## config.mk

```make
export PLATFORM = sky130hd
export DESIGN_NAME = wave_meter
export DESIGN_NICKNAME = d
export VERILOG_FILES = /design/src/rtl/wave_meter_pkg.sv /design/src/rtl/us_tick_gen.sv /design/src/rtl/wave_meter.sv
export SDC_FILE = /design/constraint.sdc
export NUM_CORES = 1
export LEC_CHECK = 0
export ABC_AREA = 1
export ABC_CLOCK_PERIOD_IN_PS = 1600
export CAP_MARGIN = 25
export CORE_MARGIN = 1
export CORE_UTILIZATION = 36
export CTS_BUF_LIST = sky130_fd_sc_hd__clkbuf_4
export CTS_CLUSTER_DIAMETER = 60
export DETAILED_ROUTE_END_ITERATION = 16
export PLACE_DENSITY = 0.6
export RECOVER_POWER = 25
export SLEW_MARGIN = 15
export SYNTH_ARGS = -nofsm -noshare
export SYNTH_HDL_FRONTEND = slang
export SYNTH_SLANG_ARGS = --single-unit
```

## constraint.sdc

```tcl
create_clock -name clk -period 1.6 [get_ports clk]
set_clock_uncertainty 0.05 [all_clocks]
set_input_delay 0.32 -clock clk [delete_from_list [all_inputs] [get_ports clk]]
set_output_delay 0.32 -clock clk [all_outputs]
set_load 0.03 [all_outputs]
```

## src/rtl/wave_meter_pkg.sv

```systemverilog
// Shared types and default sizing for the wave_meter receive path.
package wave_meter_pkg;

  typedef enum logic [1:0] {
    IDLE = 2'd0,
    HIGH = 2'd1,
    LOW  = 2'd2
  } state_e;

  localparam int CLK_PER_US_DEF = 12;
  localparam int W_DEF          = 8;

endpackage

```

## src/rtl/us_tick_gen.sv

```systemverilog
// Microsecond prescaler: one-cycle tick every CLK_PER_US clocks, restartable via clr.
module us_tick_gen
  import wave_meter_pkg::*;
#(
  parameter int CLK_PER_US = CLK_PER_US_DEF
) (
  input  logic clk,
  input  logic reset,
  input  logic clr,
  output logic tick
);

  localparam int CW = (CLK_PER_US > 2) ? $clog2(CLK_PER_US) : 1;
  localparam logic [CW-1:0] CNT_LAST = CW'(CLK_PER_US - 1);

  logic [CW-1:0] cnt_q, cnt_d;

  assign tick = (cnt_q == CNT_LAST);

  always_comb begin
    cnt_d = cnt_q + 1'b1;
    if (clr || tick) cnt_d = '0;
  end

  always_ff @(posedge clk or negedge reset) begin
    if (!reset) cnt_q <= '0;
    else        cnt_q <= cnt_d;
  end

endmodule

```

## src/rtl/wave_meter.sv

```systemverilog
// Measures high/low widths of a square wave in whole microseconds, one report per period.
// Optional idle timeout (stuck flag) is built when WAVE_METER_TIMEOUT_EN is defined.
module wave_meter
  import wave_meter_pkg::*;
#(
  parameter int CLK_PER_US = CLK_PER_US_DEF,
  parameter int W          = W_DEF,
  parameter int TIMEOUT_US = 200
) (
  input  logic         clk,
  input  logic         reset,
  input  logic         wave_in,
  output logic [W-1:0] on_us,
  output logic [W-1:0] off_us,
  output logic         valid,
  output logic         sat,
  output logic         stuck
);

  if (CLK_PER_US < 2 || TIMEOUT_US < 1) begin : g_param_check
    $error("wave_meter: CLK_PER_US must be >= 2 and TIMEOUT_US >= 1");
  end

  logic         rst_meta_q, rst_n_q;
  logic         sync1_q, sync2_q, prev_q;
  logic [1:0]   prime_q;
  logic         primed, edge_any, rise, fall, pre_edge, tick;
  state_e       state_q, state_d;
  logic [W-1:0] dur_q, dur_d, on_hold_q, on_hold_d;
  logic [W-1:0] on_q, on_d, off_q, off_d;
  logic         sat_pend_q, sat_pend_d, sat_q, sat_d, valid_q, valid_d;

  always_ff @(posedge clk or negedge reset) begin
    if (!reset) begin
      rst_meta_q <= 1'b0;
      rst_n_q    <= 1'b0;
    end else begin
      rst_meta_q <= 1'b1;
      rst_n_q    <= rst_meta_q;
    end
  end

  // Edges are masked until the synchroniser holds real pin samples, so a pin
  // that is already high when reset releases does not fake a rising edge.
  always_ff @(posedge clk or negedge rst_n_q) begin
    if (!rst_n_q) begin
      sync1_q <= 1'b0;
      sync2_q <= 1'b0;
      prev_q  <= 1'b0;
      prime_q <= 2'd0;
    end else begin
      sync1_q <= wave_in;
      sync2_q <= sync1_q;
      prev_q  <= sync2_q;
      if (!primed) prime_q <= prime_q + 2'd1;
    end
  end

  assign primed   = (prime_q == 2'd3);
  assign edge_any = primed && (sync2_q != prev_q);
  assign rise     = edge_any && sync2_q;
  assign fall     = edge_any && !sync2_q;
  // Clearing the prescaler one cycle ahead puts count 0 on the edge cycle,
  // so an exact n-us width collects exactly n ticks before the next edge.
  assign pre_edge = sync1_q ^ sync2_q;

  us_tick_gen #(.CLK_PER_US(CLK_PER_US)) u_tick (
    .clk   (clk),
    .reset (rst_n_q),
    .clr   (pre_edge),
    .tick  (tick)
  );

`ifdef WAVE_METER_TIMEOUT_EN
  localparam int IW = (TIMEOUT_US > 1) ? $clog2(TIMEOUT_US + 1) : 1;
  localparam logic [IW-1:0] TO_LAST = IW'(TIMEOUT_US - 1);
  logic [IW-1:0] idle_q, idle_d;
  logic          stuck_q, stuck_d;
`endif

  always_comb begin
    state_d    = state_q;
    dur_d      = dur_q;
    on_hold_d  = on_hold_q;
    sat_pend_d = sat_pend_q;
    on_d       = on_q;
    off_d      = off_q;
    sat_d      = sat_q;
    valid_d    = 1'b0;
`ifdef WAVE_METER_TIMEOUT_EN
    idle_d     = idle_q;
    stuck_d    = stuck_q;
`endif

    if (edge_any) begin
      dur_d = '0;
    end else if (tick) begin
      if (dur_q == '1) sat_pend_d = 1'b1;
      else             dur_d      = dur_q + 1'b1;
    end

    case (state_q)
      IDLE: begin
        if (rise) begin
          sat_pend_d = 1'b0;
          state_d    = HIGH;
        end
      end
      HIGH: begin
        if (fall) begin
          on_hold_d = dur_q;
          state_d   = LOW;
        end
      end
      LOW: begin
        if (rise) begin
          on_d       = on_hold_q;
          off_d      = dur_q;
          sat_d      = sat_pend_q;
          valid_d    = 1'b1;
          sat_pend_d = 1'b0;
          state_d    = HIGH;
        end
      end
      default: state_d = IDLE;
    endcase

`ifdef WAVE_METER_TIMEOUT_EN
    if (edge_any) begin
      idle_d  = '0;
      stuck_d = 1'b0;
    end else if (tick && !stuck_q) begin
      idle_d = idle_q + 1'b1;
      if (idle_q == TO_LAST) begin
        stuck_d = 1'b1;
        state_d = IDLE;
      end
    end
`endif
  end

  always_ff @(posedge clk or negedge rst_n_q) begin
    if (!rst_n_q) begin
      state_q    <= IDLE;
      dur_q      <= '0;
      on_hold_q  <= '0;
      sat_pend_q <= 1'b0;
      on_q       <= '0;
      off_q      <= '0;
      sat_q      <= 1'b0;
      valid_q    <= 1'b0;
`ifdef WAVE_METER_TIMEOUT_EN
      idle_q     <= '0;
      stuck_q    <= 1'b0;
`endif
    end else begin
      state_q    <= state_d;
      dur_q      <= dur_d;
      on_hold_q  <= on_hold_d;
      sat_pend_q <= sat_pend_d;
      on_q       <= on_d;
      off_q      <= off_d;
      sat_q      <= sat_d;
      valid_q    <= valid_d;
`ifdef WAVE_METER_TIMEOUT_EN
      idle_q     <= idle_d;
      stuck_q    <= stuck_d;
`endif
    end
  end

  assign on_us  = on_q;
  assign off_us = off_q;
  assign valid  = valid_q;
  assign sat    = sat_q;
`ifdef WAVE_METER_TIMEOUT_EN
  assign stuck  = stuck_q;
`else
  assign stuck  = 1'b0;
`endif

endmodule

```

* Word level (Yosys, flattened, before mapping)
Cells that the tools add are included.
Word-level totals: flip-flop bits (word level) 48, input bits 3, output and inout port bits 19, logic and storage cells 54
Cells by class: add/sub/neg operators 3, equality and inequality tests 9, mux-type cells 14, bitwise logic cells 1, reduce and logical (&&, ||, !) cells 12
Operator list (number):
- 8-bit two-way mux | 3
- 8-bit by 1-bit adder with 8-bit output (second input constant) | 1
- 8-bit == test (second input constant) | 1
- 2-bit AND reduction | 4
- 1-bit two-way mux | 7
- 4-bit by 1-bit adder with 4-bit output (second input constant) | 1
- 2-bit == test (second input constant) | 2
- 4-bit == test (second input constant) | 1
- 2-bit two-way mux | 2
- 4-bit two-way mux | 1
- 2-bit inequality test (second input constant) | 2
- 2-bit one-hot mux with 2 select lines | 1
- 1-bit logical AND | 3
- 2-bit by 1-bit adder with 2-bit output (second input constant) | 1
- 2-bit by 1-bit == test with 1-bit output (second input constant) | 1
- 2-bit zero test | 1
- 2-bit by 1-bit inequality test with 1-bit output (second input constant) | 1
- 2-bit nonzero test | 1
- 2-bit OR reduction | 1
- 1-bit zero test | 1
- 1-bit logical OR | 1
- 1-bit inequality test | 1
- 1-bit XOR | 1

* Logic depth before layout (Yosys ltp)
depth in word-level cells 6, gate-level depth with buffers 9, depth with buffers taken out 9

* Cells and area by module
A second synthesis with hierarchy kept.
Second synthesis, totals: cells, all modules 246, area total of the unflattened synthesis 2139.6 µm²
By module, submodules not included:
- wave_meter | instances 1, cells an instance 223, area each 1934.4 µm², seq. area each 1101.1 µm²
- us_tick_gen | instances 1, cells an instance 23, area each 205.2 µm², seq. area each 100.1 µm²

* Least setup slack after synthesis
Ideal clock, no wire load.
path kind register -> register, start register prime_q[0], end register on_hold_q[0], setup time 0.123 ns, arrival 1.246 ns, path slack 0.181 ns, cell stages (with the launch flop) 8, buffers on the path 1, period minus slack after synthesis 1.419 ns, path through dfrtp_1 ha_1 nand2_1 nor2_4 nand2_1 buf_6 o21ai_0 nand2_1
Between the ends: longest elaborated chain between the ends 4
Ends and longest elaborated chain:
- start, declared | line wave_meter.sv:26 | logic [1:0] prime_q;
- start signal, assigned | line wave_meter.sv:55 | if (!primed) prime_q <= prime_q + 2'd1;
- 2-bit == test | line wave_meter.sv:59 | assign primed = (prime_q == 2'd3);
- 1-bit logical AND | line wave_meter.sv:60 | assign edge_any = primed && (sync2_q != prev_q);
- 1-bit logical AND | line wave_meter.sv:62 | assign fall = edge_any && !sync2_q;
- 2-bit AND reduction (no source line)
- end signal, assigned | line wave_meter.sv:159 | on_hold_q <= on_hold_d;
- end, declared | line wave_meter.sv:29 | logic [W-1:0] dur_q, dur_d, on_hold_q, on_hold_d;
No other way between the ends. A chain may end at the register's enable or synchronous reset.

* Final worst setup path
start register prime_q[0], end register on_q[7] (netlist: on_us[7])
Between the ends: longest elaborated chain between the ends 4
Ends and longest elaborated chain:
- 2-bit == test | line wave_meter.sv:59
- 1-bit logical AND | line wave_meter.sv:60
- 1-bit logical AND | line wave_meter.sv:61 | assign rise = edge_any && sync2_q;
- 2-bit AND reduction (no source line)
- end signal, assigned | line wave_meter.sv:161 | on_q <= on_d;
- end, declared | line wave_meter.sv:30 | logic [W-1:0] on_q, on_d, off_q, off_d;
No other way between the ends.

==> reports/summary.txt <==
Setup violations, final -> 0
CTS tree -> done
Final Max Slew Viols -> 0
Final WS setup -> 0.0470 ns
maximum VDD drop -> 0.421 mV
max_slew headroom -> 53.4%
CP arrival -> 1.82 ns
Tmin final -> 1.55 ns
Crit Path Category -> flop to flop
H-tree levels -> 2
sequential area share after synthesis -> 56.8%
# IOs -> 22
layout cell share with drive strength beyond 1 -> 12.7%
mapped cell area -> 2110 sq um
status -> complete, no violations
CTS clk-pin slew, worst paths -> 0.14 ns
PD cells -> 853 nW/um^2
Worst-Skew Late Latency -> 0.37 ns
routability cong. -> 0.893
drt first pass iters -> 4
maxcap violations -> 0
final hold vios -> 0
FF+latch count, synth -> 48
Buffers on Ports -> 20
critical path launch point type -> flop
Mapped Cells -> 240
Clock Sinks -> 48
initial DRC count -> 105
required time worst endpoint -> 1.87 ns
initial core utilization -> 37.9%
Std-Cell Core Area -> 5570 sq um
Layout Nets -> 280
Final Cycle Share -> 97.1%
Avg WL per Cell -> 12.1 microns
global-route wire length before repair -> 6990 microns
pre-CTS WS -> 0.0159 ns
Vert. Die Dim -> 78.6 microns
Synth Net Count -> 246
crit-path max FO -> 23
Avg Inst Size Synth -> 8.81 sq um
Synth Warn # -> 0
GRT Util Overall -> 14.7%
Yosys cell types -> 25
ANT cells -> 0
pin count of the biggest net entering global routing -> 29
via total after detailed routing -> 1621
Worst-Margin Slew -> 0.699 ns
Hold Path Class -> input pin to asynchronous set/reset pin
Static Leak -> 0.00142 uW
CTS max path bufs -> 2
vias per cell -> 4.67
DR DRC count -> 0
setup_tns -> 0 ns
antenna-violating nets left -> 0
final core occ -> 45.2%
FF-to-FF path depth -> 7
DIE WIDTH -> 78.6 microns
GR Overflow Total -> 0
initial antenna violation count -> 0
synth-to-layout area growth -> 19.2%
RSZ-0062 raised after global routing -> true
final wirelength -> 4200 microns
FMAX -> 644 MHz
CP Capture Type -> flop
site row count -> 27
cts bufs inserted -> 5
number of global-route vias before repair -> 1504
Die Area -> 6180 sq um
Post-DP HPWL -> 2810 microns
Root Buffer -> clkbuf_4
[layout make-up]
| type | instances | area [sq um] |
|---|---|---|
| Tap cell | 72 | 90.1 |
| Clock inverter | 3 | 17.5 |
| Sequential cell | 48 | 1200 |
| Inverter | 17 | 63.8 |
| Clock buffer | 5 | 37.5 |
| Multi-Input combinational cell | 168 | 816 |
| Fill cell | 570 | 3050 |
| Timing Repair Buffer | 34 | 293 |
[registers in the layout, summed over array words and instances, names as in the netlist]
register / cells
dur_q: 8
off_us: 8
on_hold_q: 8
on_us: 8
prev_q: 1
prime_q: 2
rst_meta_q: 1
rst_n_q: 1
sat: 1
sat_pend_q: 1
state_q: 2
sync1_q: 1
sync2_q: 1
u_tick.cnt_q: 4
valid: 1
[Yosys cell counts]
library cell   n  area [sq um]
a21oi_1        3          15.0
buf_2          3          15.0
buf_4          1          7.51
buf_6          2          22.5
clkbuf_1       3          11.3
conb_1         2          7.51
dfrtp_1       48          1200
ha_1           3          37.5
inv_1         15          56.3
inv_2          2          7.51
mux2_2         1          11.3
nand2_1       89           334
nand2_4        1          11.3
nand3_1       13          65.1
nand4_1        3          18.8
nor2_1        11          41.3
nor2_2         1          6.26
nor2_4         2          22.5
nor2_8         1          20.0
o21ai_0       28           140
o22ai_1        1          6.26
or2_1          1          6.26
or2_2          1          6.26
xnor2_1        2          17.5
xor2_1         3          26.3
[logic make-up after synthesis]
family	Yosys count	synth area share [%]
buf+inv	26	5.68
simple gates	123	25.1
compound gates	32	7.63
mux	1	0.533
other cells	2	0.355
flops	48	56.8
xor+xnor	5	2.07
fa+ha+maj	3	1.78
[per-stage QoR]
step	hold WS [ns]	std cells	power (uW)	area, sq um
6_report	0.109	347	2150	2520
4_1_cts	0.0278	345	2170	2510
3_5_place_dp	0.181	337	1590	2480
3_3_place_gp	0.173	337	1590	2480
5_1_grt	0.0965	347	2260	2520
2_1_floorplan	-0.0256	240	1490	2110
[placed cells by master, fill, tap and decap left out, types with 5 or more instances in the layout]
cell	n
buf_4	12
clkbuf_4	5
dfrtp_1	47
dlygate4sd2_1	18
inv_1	15
nand2_1	87
nand3_1	13
nor2_1	11
o21ai_0	28
[worst max-delay path: stages, from the launching register on]
cell and delay, ns:
dfrtp_1 0.39, ha_1 0.17, nand2_1 0.09, nor2_4 0.18, nand2_4 0.20, nor2_8 0.24
nand2_1 0.10, nand2_1 0.07
[per-layer routing]
layer  track usage [%]  wire (microns)  vias to the layer above
li1                  -               -                      831
met1              19.9            2120                      750
met2              22.5            1860                       33
met3              3.49             160                        7
met4              5.74              59                        0
met5                 0               0                        -
[report_power, final]
part / leakage, uW / switching, uW / internal [uW]
logic: 0.000747 / 207 / 91.7
clock network: 0.0000330 / 401 / 170
registers: 0.000643 / 27.4 / 1250
[what timing repair did]
item                       CTS  global route
setup buffers                0             0
setup endpoints to repair   26            19
pin swaps                    0             2
gates cloned                 0             2
gates resized for setup     19             1
hold buffers                 0             0
[final timing paths]
check                           start         end  slack (ns)
min                             reset  rst_meta_q        0.11
max reg2reg                prime_q[0]    on_us[7]        0.05
min in group clk           rst_meta_q     rst_n_q        0.32
max                        prime_q[0]    on_us[7]        0.05
min reg2reg                   rst_n_q    on_us[6]        0.15
max in group asynchronous     rst_n_q    dur_q[5]        0.32
No activity file was read; power rests on OpenSTA's default activity.
